[config.mk]
export PLATFORM = sky130hd
export DESIGN_NAME = penalty_marker_gen
export DESIGN_NICKNAME = d
export VERILOG_FILES = /design/src/rtl/penalty_marker_gen.sv
export SDC_FILE = /design/constraint.sdc
export NUM_CORES = 1
export LEC_CHECK = 0
export ABC_AREA = 1
export CORE_MARGIN = 2
export CORE_UTILIZATION = 25
export DETAILED_ROUTE_END_ITERATION = 10
export DONT_BUFFER_PORTS = 1
export HOLD_SLACK_MARGIN = 0.15
export REMOVE_ABC_BUFFERS = 1
export SLEW_MARGIN = 15
export SYNTH_ARGS = -nofsm -noshare
export SYNTH_HDL_FRONTEND = slang
export SYNTH_SLANG_ARGS = --single-unit
[constraint.sdc]
create_clock -name clk -period 1.5 [get_ports clk]
set_input_delay 0.225 -clock clk [delete_from_list [all_inputs] [get_ports clk]]
set_output_delay 0.225 -clock clk [all_outputs]
set_load 0.01 [all_outputs]
[src/rtl/penalty_marker_gen.sv]
// Penalty counter and stacked marker overlay for the OLED pixel pipeline.
// Optional blink of the newest marker is compiled in with PEN_BLINK_EN.
module penalty_marker_gen #(
  parameter int MAX_PEN       = 3,
  parameter int MARK_W        = 2,
  parameter int MARK_H        = 2,
  parameter int PITCH         = 5,
  parameter int COORD_W       = 8,
  parameter int BLINK_CYC     = 3125000,
  parameter int BLINK_TOGGLES = 6
) (
  input  logic               clk,
  input  logic               rst_n,
  input  logic               pen_inc,
  input  logic               pen_clr,
  input  logic [COORD_W-1:0] x,
  input  logic [COORD_W-1:0] y,
  input  logic [COORD_W-1:0] x_start,
  input  logic [COORD_W-1:0] y_start,
  output logic               print_black,
  output logic [3:0]         pen_count,
  output logic               pen_full,
  output logic               blink_active
);

  localparam int EW = COORD_W + 4;

  logic       accept;
  logic       blink_hide;
  logic [3:0] blink_idx;

  assign pen_full = (pen_count == 4'(MAX_PEN));
  assign accept   = pen_inc && !pen_clr &&
                    (pen_count < 4'(MAX_PEN));

  always_ff @(posedge clk or negedge rst_n) begin
    if (!rst_n) begin
      pen_count <= 4'd0;
    end else if (pen_clr) begin
      pen_count <= 4'd0;
    end else if (accept) begin
      pen_count <= pen_count + 4'd1;
    end
  end

`ifdef PEN_BLINK_EN
  localparam int CW = (BLINK_CYC > 1) ? $clog2(BLINK_CYC) : 1;
  localparam int HW = $clog2(BLINK_TOGGLES);

  typedef enum logic [1:0] {IDLE, SHOW, HIDE} state_t;

  state_t        state, state_nx;
  logic [CW-1:0] cyc_q, cyc_nx;
  logic [HW-1:0] half_q, half_nx;
  logic [3:0]    idx_q, idx_nx;

  always_ff @(posedge clk or negedge rst_n) begin
    if (!rst_n) begin
      state  <= IDLE;
      cyc_q  <= '0;
      half_q <= '0;
      idx_q  <= '0;
    end else begin
      state  <= state_nx;
      cyc_q  <= cyc_nx;
      half_q <= half_nx;
      idx_q  <= idx_nx;
    end
  end

  always_comb begin
    state_nx = state;
    cyc_nx   = cyc_q;
    half_nx  = half_q;
    idx_nx   = idx_q;
    if (pen_clr) begin
      state_nx = IDLE;
      cyc_nx   = '0;
      half_nx  = '0;
    end else if (accept) begin
      state_nx = HIDE;
      cyc_nx   = '0;
      half_nx  = '0;
      idx_nx   = pen_count;
    end else if (state != IDLE) begin
      if (cyc_q == CW'(BLINK_CYC - 1)) begin
        cyc_nx = '0;
        if (half_q == HW'(BLINK_TOGGLES - 1)) begin
          state_nx = IDLE;
          half_nx  = '0;
        end else begin
          half_nx  = half_q + 1'b1;
          state_nx = (state == HIDE) ? SHOW : HIDE;
        end
      end else begin
        cyc_nx = cyc_q + 1'b1;
      end
    end
  end

  assign blink_hide   = (state == HIDE);
  assign blink_idx    = idx_q;
  assign blink_active = (state != IDLE);
`else
  assign blink_hide   = 1'b0;
  assign blink_idx    = 4'd0;
  assign blink_active = 1'b0;
`endif

  // Widened coordinates so marker extents past the screen edge never wrap.
  logic [EW-1:0]      xe, ye, xs, ys;
  logic               x_hit;
  logic [MAX_PEN-1:0] slot_hit;

  assign xe    = EW'(x);
  assign ye    = EW'(y);
  assign xs    = EW'(x_start);
  assign ys    = EW'(y_start);
  assign x_hit = (xe >= xs) && (xe <= xs + EW'(MARK_W - 1));

  for (genvar g = 0; g < MAX_PEN; g++) begin : g_slot
    logic [EW-1:0] top;
    assign top = ys + EW'(g * PITCH);
    assign slot_hit[g] = (pen_count > 4'(g)) &&
                         (ye >= top) &&
                         (ye <= top + EW'(MARK_H - 1)) &&
                         !(blink_hide && blink_idx == 4'(g));
  end

  always_ff @(posedge clk or negedge rst_n) begin
    if (!rst_n) begin
      print_black <= 1'b0;
    end else begin
      print_black <= x_hit && (|slot_hit);
    end
  end

endmodule

==> results.py, run 1 <==
metrics = {
    "outcome": {
        "status": "finished with violations",
        "violations": "negative setup slack",
    },
    "yosys": {
        "synth.top_cell.area_share_pct": 34.94,
        "synthCells": 395,
        "synth_ff_type": "dfrtp_1",
        "yosys-top-cells-area": "ha_1, nand2_1, inv_1",
        "yosys.area.top_type": "ha_1",
        "synth_warnings": 0,
        "synth-edff-count": 0,
        "synth.distinct_cells": 32,
        "async_reset_ff_share_pct": 100.0,
        "ys_seq_elements": 5,
        "ys_seq_area_share_pct": 4.921,
        "syn_avg_cell_area_sq_um": 6.437,
        "syn_area_sq_um": 2542,
    },
    "timing": {
        "fmax_ghz": 0.4798,
        "fin_crit_ns": 2.084,
        "setup_ws_ns": -0.5843,
        "maxSlewViolCount": 0,
        "fin_crit_sh_pct": 139.0,
        "rsz0062_at_grt": "yes",
        "finalSetupViolCount": 1,
        "clock_skew_ns": 0.001432,
        "hold_ws_ns": 0.2722,
        "hold_violations": 0,
    },
    "worst_hold_path": {
        "hp-class": "primary input to flop",
        "hold_depth": 2,
        "min_to": "pen_count[1]$_DFFE_PN0P_",
        "min_from": "pen_inc",
    },
    "clock_tree": {
        "clock-sinks": 5,
        "cts-root-buf": "clkbuf_8",
        "tritoncts": "yes",
        "clk_pin_slew_ns": 0.03,
        "cts_max_path_buffers": 2,
        "cts_buffers": 3,
        "clock_latency_ns": 0.22,
        "htreeDepth": 1,
    },
    "worst_setup_path": {
        "r2r_start": "pen_count[0]$_DFFE_PN0P_",
        "startpoint": "y_start[0]",
        "r2r_setup_slack_ns": 0.15,
        "end_kind": "flop",
        "r2r_cells": 6,
        "reg2reg_to": "pen_count[0]$_DFFE_PN0P_",
        "worstPathArrival_ns": 2.19,
        "crit_required_ns": 1.61,
        "start_kind": "primary input",
        "crit_fanout": 9,
        "crit_type": "primary input to flop",
    },
    "floorplan": {
        "core.rowCount": 36,
        "die_x_um": 104.8,
        "fp.dieH_um": 104.8,
        "initial_core_util_pct": 25.89,
        "coreArea_sq_um": 9819,
        "dieArea_sq_um": 10990,
        "ios": 43,
    },
    "placement": {
        "port_buffers": 0,
        "place_congestion": 0.8315,
        "hpwl_um": 6183,
    },
    "power_and_ir_drop": {
        "p_per_area_nw_per_um2": 411.5,
        "p_leak_nw": 1.892,
        "vdd_drop_max_v": 0.0001558,
    },
    "grt": {
        "grt_pass1_vias": 2820,
        "grt_pass1_wl_um": 12830,
        "grt_overflow": 0,
        "antenna_found_initial": 0,
        "track_usage_pct": 13.92,
        "grt_max_degree": 10,
    },
    "layout": {
        "final_util_pct": 35.98,
        "num_antenna_cells": 0,
        "nNetsFinal": 577,
        "fill_cells": 1040,
        "area_growth_pct": 38.98,
        "drive_gt1_share_pct": 27.93,
    },
    "routing": {
        "wl_um": 7494,
        "post_drt_via_cell_ratio": 4.507,
        "dr.pass1.iters": 4,
        "ant_nets": 0,
        "wl_per_cell_um": 12.45,
        "num_vias": 2713,
        "drt_iter0_drc": 103,
        "post-route-drc-count": 0,
    },
    "flow_run": {
        "drv_cap": 0,
    },
}
## critical path, cell delays in order
cell     delay (ns)
ha_4           0.13
nand2_1        0.10
buf_4          0.15
nor2_1         0.17
nand3_1        0.12
xor2_1         0.16
ha_1           0.29
nand2_1        0.07
or2_2          0.29
nand3_1        0.07
nand2_1        0.05
nand2_1        0.05
nand2_1        0.04
nand3_1        0.08
nand2_1        0.07
nor2_2         0.10
nor2_1         0.04
## power by group
part	leakage, nW	internal, mW	switching (mW)
sequential	0.0678	0.144	0.00813
combinational	1.80	0.513	0.545
clock	0.0228	0.182	0.0618
## timing repair
item,4_1_cts,5_1_grt
pin swaps,29,32
hold buffers,2,0
setup buffers,5,4
endpoints found under the setup margin,1,2
gates resized for setup,30,30
endpoints found under the hold margin,9,0
## placed cells by master (no fill, tap or decap), types with 2 or more instances in the layout
cell type and n:
a21o_1 3, a21oi_1 23, a21oi_2 2, buf_4 67
buf_6 4, clkbuf_8 3, dfrtp_1 5, dlygate4sd3_1 2
ha_1 66, ha_4 5, inv_1 50, inv_2 9
nand2_1 84, nand2_2 11, nand2_4 9, nand3_1 27
nand3_2 3, nand4_1 6, nor2_1 29, nor2_2 3
nor2_4 5, nor3_1 3, nor3_2 3, o21a_1 2
o21ai_0 8, xnor2_1 8, xor2_1 14
## flip-flops by register name, indices dropped and copies added, names as in the netlist
signal	flops
pen_count	4
print_black	1
## routing by layer
layer	track usage [%]	up-vias	share of wire, %
met4	2.667	0	1.5
met5	0	-	0
met1	17.10	1233	43
met2	26.25	31	53
li1	-	1439	-
met3	1.248	10	2.6
## layout make-up
class | count | area [sq um] | share of cell area (%)
Multi-Input combinational cell | 326 | 2394 | 67.74
Timing Repair Buffer | 73 | 568.0 | 16.08
Inverter | 61 | 235.2 | 6.657
Tap cell | 133 | 166.4 | 4.710
Sequential cell | 5 | 125.1 | 3.541
Clock buffer | 4 | 45.04 | 1.275
## Yosys cell counts, types with 2 or more instances
cell and n:
nand2_1 97, inv_2 6, buf_4 2, nand3_1 30, inv_1 54, o21a_1 2, nor3_1 5, a21o_1 3
xor2_2 2, nand4_1 6, nor2_1 33, ha_1 71, nand2_2 7, a21oi_1 25, xnor2_1 8, xor2_1 14
nor2_2 3, dfrtp_1 5, o21ai_0 9
## how the worst max path moves through the flow
stage,endpoint,slack (ns),cells after the start
2_1_floorplan,print_black$_DFF_PN0_,-0.79,19
3_3_place_gp,print_black$_DFF_PN0_,-0.96,19
3_5_place_dp,print_black$_DFF_PN0_,-1.06,19
4_1_cts,print_black$_DFF_PN0_,-0.62,19
5_1_grt,print_black$_DFF_PN0_,-0.81,19
6_report,print_black$_DFF_PN0_,-0.58,17
## metrics by stage
stage / total power [mW] / instance area [sq um] / setup TNS, ns / cells / setup WS, ns
floorplan: 0.7519 / 2522 / -0.7927 / 392 / -0.7927
global placement: 1.073 / 3154 / -0.9631 / 587 / -0.9631
detailed placement: 1.097 / 3154 / -1.064 / 587 / -1.064
CTS: 1.420 / 3390 / -0.6198 / 598 / -0.6198
global route: 1.623 / 3533 / -0.8100 / 602 / -0.8100
finish: 1.454 / 3533 / -0.5843 / 602 / -0.5843
## cells by family (layout without fill, tap and decap cells)
| group | after synthesis | after routing | synth area share (%) |
|---|---|---|---|
| xor+xnor | 24 | 24 | 8.858 |
| other cells | 1 | 1 | 0.1475 |
| fa+ha+maj | 71 | 71 | 34.94 |
| compound gates | 44 | 44 | 9.596 |
| flops | 5 | 5 | 4.921 |
| buf+inv | 64 | 138 | 9.793 |
| simple gates | 186 | 186 | 31.74 |
Note: power is estimated with default switching activity, not from simulation.
==> run 2, diff against run 1 <==
CORE_MARGIN = 8   (was 2)
==> results.py, run 2 (synthesis results as in run 1) <==
metrics = {
    "outcome": {
        "status": "finished with violations",
        "violations": "negative setup slack",
    },
    "layout": {
        "drive_gt1_share_pct": 27.85,
        "largest_reg_flops": 4,
        "num_antenna_cells": 0,
        "final_cell_area_sq_um": 3525,
        "area_growth_pct": 38.63,
        "fill_cells": 1076,
        "final_util_pct": 34.92,
        "final_cell_mix": "nand2_1, buf_4, ha_1",
        "nNetsFinal": 582,
        "largest_register": "pen_count",
        "layout_commonest_cell": "nand2_1",
        "reg.largest.list": "pen_count: 4 flops, print_black: 1 flops",
    },
    "worst_setup_path": {
        "cpMostUsedCell": "nand2_1",
        "start_kind": "primary input",
        "crit_fanout": 6,
        "crit_required_ns": 1.60,
        "worstPathArrival_ns": 2.21,
        "critPathTopFamily": "simple AND/OR/NAND/NOR gates",
        "slowest_delay_ns": 0.29,
        "crit_type": "primary input to flop",
        "cp_num_buf_inv": 3,
        "end_kind": "flop",
        "cp_slowest_cell": "ha_1",
        "worstPathCellList": "inv_6 > ha_4 > nand2_4 > nand2_2 > nand2_1 > nand2_2 > buf_4 > buf_4 > xnor2_1 > ha_1 > nand2_1 > nor2_2 > nand2_1 > nand3_2 > nand2_1 > a21oi_2 > nand2_1 > nand3_1 > nand2_1 > nor2_1 > nor2_1",
    },
    "clock_tree": {
        "clk_pin_slew_ns": 0.03,
        "clock-sinks": 5,
        "cts_max_path_buffers": 2,
        "cts_buffers": 3,
        "clock_latency_ns": 0.21,
        "tritoncts": "yes",
        "htreeDepth": 1,
        "cts-root-buf": "clkbuf_8",
    },
    "timing": {
        "setup-tns-final_ns": -0.6058,
        "fmax_ghz": 0.4749,
        "fin_crit_ns": 2.106,
        "maxSlewViolCount": 0,
        "fin_crit_sh_pct": 140.4,
        "finalSetupViolCount": 1,
        "rsz0062_at_grt": "yes",
        "hold_violations": 0,
        "clock_skew_ns": 0.0001290,
        "setup_ws_ns": -0.6058,
        "hold_ws_ns": 0.2645,
    },
    "floorplan": {
        "core.rowCount": 37,
        "initial_core_util_pct": 25.19,
        "ios": 43,
        "die_x_um": 116.8,
        "dieArea_sq_um": 13650,
        "coreArea_sq_um": 10090,
        "fp.dieH_um": 116.8,
    },
    "flow_run": {
        "drv_cap": 0,
    },
    "power_and_ir_drop": {
        "vdd_drop_max_v": 0.0001673,
        "p_per_area_nw_per_um2": 411.2,
        "p_leak_nw": 1.895,
    },
    "placement": {
        "place_area_sq_um": 3196,
        "port_buffers": 0,
        "preCtsSetupSlack_ns": -1.110,
        "place_congestion": 0.8846,
        "hpwl_um": 6552,
    },
    "routing": {
        "wl_per_cell_um": 12.75,
        "drt_iter0_drc": 123,
        "post_drt_via_cell_ratio": 4.426,
        "wl_um": 7775,
        "dr.pass1.iters": 4,
        "ant_nets": 0,
        "num_vias": 2700,
        "post-route-drc-count": 0,
    },
    "grt": {
        "grt_max_degree": 10,
        "grt_pass1_vias": 2803,
        "grt_pass1_wl_um": 12920,
        "track_usage_pct": 11.71,
        "antenna_found_initial": 0,
        "grt_overflow": 0,
    },
    "worst_hold_path": {
        "hp-class": "primary input to flop",
    },
}
[run 2: changes by cell type in the layout (fill, tap and decap cells not counted), moves of 3 or more]
cell | previous run | this run
nand2_4 | 9 | 3
buf_4 | 67 | 72
nand2_1 | 84 | 88
nor2_2 | 3 | 6
[run 2: worst register-to-register path, delay by kind of cell (launching register included)]
family,cells,cell delay [ns]
buffers and inverters,2,0.14
flip-flops,1,0.36
AO/OA/AOI/OAI,2,0.32
AND/OR/NAND/NOR,4,0.26
adder cells (fa/ha/maj),1,0.19
[run 2: where the power goes]
| group | internal (mW) | switching [mW] | leakage, nW |
|---|---|---|---|
| logic | 0.514 | 0.543 | 1.80 |
| clock network | 0.182 | 0.0584 | 0.0228 |
| registers | 0.144 | 0.00771 | 0.0678 |
| total | 0.840 | 0.609 | 1.90 |
[run 2: timing repair]
item / in CTS / in global routing
hold buffers: 2 / 0
endpoints found under the hold margin: 9 / 0
pin swaps: 40 / 30
resized for setup: 33 / 15
setup endpoints to repair: 1 / 2
setup buffers: 9 / 0
[run 2: final timing paths]
kind	startpoint	to	slack (ns)	cells after the start
worst max-delay path	y_start[2]	print_black$_DFF_PN0_	-0.61	21
worst min-delay path	pen_inc	pen_count[1]$_DFFE_PN0P_	0.26	2
worst max register to register	pen_count[0]$_DFFE_PN0P_	print_black$_DFF_PN0_	0.17	9
worst min register to register	pen_count[3]$_DFFE_PN0P_	pen_count[3]$_DFFE_PN0P_	0.59	2
max in group asynchronous	rst_n	pen_count[1]$_DFFE_PN0P_	0.99	1
min in group asynchronous	rst_n	pen_count[3]$_DFFE_PN0P_	0.31	1
[run 2: layout make-up]
class	instances	area (sq um)	share of cell area [%]
well taps	136	170.2	4.828
flip-flops and latches	5	125.1	3.550
repair buffers	78	605.6	17.18
clock buffers	4	45.04	1.278
multi-input cells	326	2344	66.49
inverters	61	235.2	6.674
[run 2: stage by stage]
stage,cells,power (mW)
floorplan,392,0.7519
global placement,595,1.086
detailed placement,595,1.109
CTS,610,1.433
global route,610,1.623
finish,610,1.449
[run 2: metal layers]
metal | routed length, um | track usage [%] | up-vias
met1 | 3229 | 13.44 | 1182
met5 | 0 | 0 | -
met3 | 421 | 1.334 | 14
li1 | - | - | 1453
met2 | 3959 | 22.41 | 51
met4 | 165 | 2.816 | 0
==> RTL edit: new RTL, flow settings as in run 1 <==
The option `PEN_BLINK_EN` is turned on by a define.
--- a/src/rtl/penalty_marker_gen.sv
+++ b/src/rtl/penalty_marker_gen.sv
@@ -2,2 +2,4 @@
 // Optional blink of the newest marker is compiled in with PEN_BLINK_EN.
+`define PEN_BLINK_EN
+
 module penalty_marker_gen #(
Check against the original RTL: not equivalent (a bounded check fails within 4 cycles, from zero or initial values and one cycle with rst_n low).
==> RTL edit against run 1 <==
  * The flow still finishes with violations (negative setup slack)
  * Largest cell class unchanged
  * Sequential share of layout area increased by 11 points
  * Count of clock-buffer cells in the layout rose by 1
  * Setup slack improved by 0.17 ns
  * Sequential cell count increased by 31
  * Utilization rose by 2.6 points
  * Synthesized cell count increased by 50%
  * Cell count rose by 59%
  * Via count up 55%
  * Power rose to 2.8 times the old value
  * Wire length is 60% higher
  * Maximum frequency rose by 9.0%
  * Design area is 80% higher
  * Sequential power rose to 7.2 times the old value
  * Area after synthesis is 65% higher
==> RTL edit: results (changes against run 1) <==
set qor(synth_compound_gate_area_share) 0.0986 ;# +0.00261
set qor(hpwl_after_detailed_placement_mm) 8.86 ;# +43%
set qor(adder_and_majority_gate_portion_of_the_synthesized_area) 0.214 ;# -0.135
set qor(maximum_resistive_drop_on_vdd_v) 0.000653 ;# +320%
set qor(finalNetCount) 847 ;# +47%
set qor(run_status) {finished, violations left}
set qor(grt_first_pass_wirelength_mm) 19.9 ;# +55%
set qor(timing.critical_path.arrival_ns) 2.09 ;# -0.10 ns
set qor(cts_made_buffers) 5 ;# +2
set qor(failed_checks) {negative setup slack}
set qor(maximum_number_of_pins_on_one_net_before_global_route_repair) 37 ;# +27
set qor(critPathMaxStageDelay_ns) 0.27 ;# -0.02 ns
set qor(layout-drive-gt1-share) 0.376 ;# +0.0964
set qor(timing.clock.skew_ns) 0.00707 ;# +0.00564 ns
set qor(r2r_cells) 11 ;# +5
set qor(htreeDepth) 2 ;# +1
set qor(critical_path_peak_fanout) 7 ;# -2
set qor(place.gp.congestion) 0.881 ;# +5.9%
set qor(groute.layer.met2.usage) 0.228 ;# -0.0349
set qor(timing.final.setup_violations) 28 ;# +27
set qor(dp.cells) 930 ;# +58%
set qor(insertion_delay_ns) 0.28 ;# +0.06 ns
set qor(detail_route.vias_per_cell) 4.39 ;# -2.6%
set qor(post_dp_cell_area_um2) 5370 ;# +70%
set qor(postLayoutSetupSlackWorst_ns) -0.412 ;# +0.173 ns
set qor(yosys-top-cells-area) {sky130_fd_sc_hd__dfrtp_1, sky130_fd_sc_hd__ha_1, sky130_fd_sc_hd__nand2_1, sky130_fd_sc_hd__inv_1, sky130_fd_sc_hd__a21oi_1}
-- RTL edit: timing repair --
item                                    in CTS  in global routing
setup buffers                               14                 10
endpoints found under the hold margin       37                  0
pin swaps                                   38                 35
resized for setup                          102                 70
endpoints found under the setup margin      28                 29
cloned                                       2                  0
hold buffers                                 3                  0
-- RTL edit: cell families after synthesis --
logic type,Yosys count
AOI/OAI and AO/OA,75
DFF,36
buffers and inverters,94
and+or+nand+nor,284
xor gates and xnor gates,29
adders and majority gates,72
muxes,1
-- RTL edit: metal layers --
layer  vias up  routed length [um]
li1       2236                   -
met1      1916                5800
met2        52                5710
met3        11                 364
met4         0                 140
met5         -                   0
-- RTL edit: area by class of cell --
type / instances / area (um^2)
repair buffers: 142 / 1170
fillers: 1613 / 10100
multi-input cells: 462 / 3480
clock buffers: 5 / 125
repair inverters: 1 / 16.3
clock inverters: 3 / 42.5
well taps: 220 / 275
flip-flops and latches: 36 / 901
inverters: 91 / 363
-- RTL edit: worst reg2reg max path: cells and delay by family, from the launching register on --
family	cells	cell delay [ns]
buf+inv	1	0.07
fa+ha+maj	1	0.19
simple gates	9	1.01
flops	1	0.38
-- RTL edit: metrics by stage --
stage | TNS [ns] | power [uW]
final | -4.29 | 4040
after global routing | -6.75 | 4350
after CTS | -1.46 | 3960
after detailed placement | -3.74 | 2430
after global placement | -3.55 | 2420
after floorplan | -3.46 | 1910
-- RTL edit: final timing paths --
path	start	end	slack, ns
worst max register to register	pen_count[1]$_DFFE_PN0P_	cyc_q[15]$_DFFE_PN0P_	-0.26
worst max-delay path	y_start[1]	print_black$_DFF_PN0_	-0.41
worst min-delay path	pen_inc	blink_idx[1]$_DFFE_PN0P_	0.28
worst min register to register	blink_idx[2]$_DFFE_PN0P_	blink_idx[2]$_DFFE_PN0P_	0.49
max in group asynchronous	rst_n	cyc_q[4]$_DFFE_PN0P_	0.86
min in group asynchronous	rst_n	cyc_q[8]$_DFFE_PN0P_	0.43
-- RTL edit: report_power, final --
part / switching, uW / leakage, uW / total (uW) / internal, uW
Clock: 427 / 0.0000798 / 1210 / 781
Combinational: 927 / 0.00263 / 1750 / 824
Sequential: 52.2 / 0.000493 / 1090 / 1030
Total: 1410 / 0.00320 / 4040 / 2640
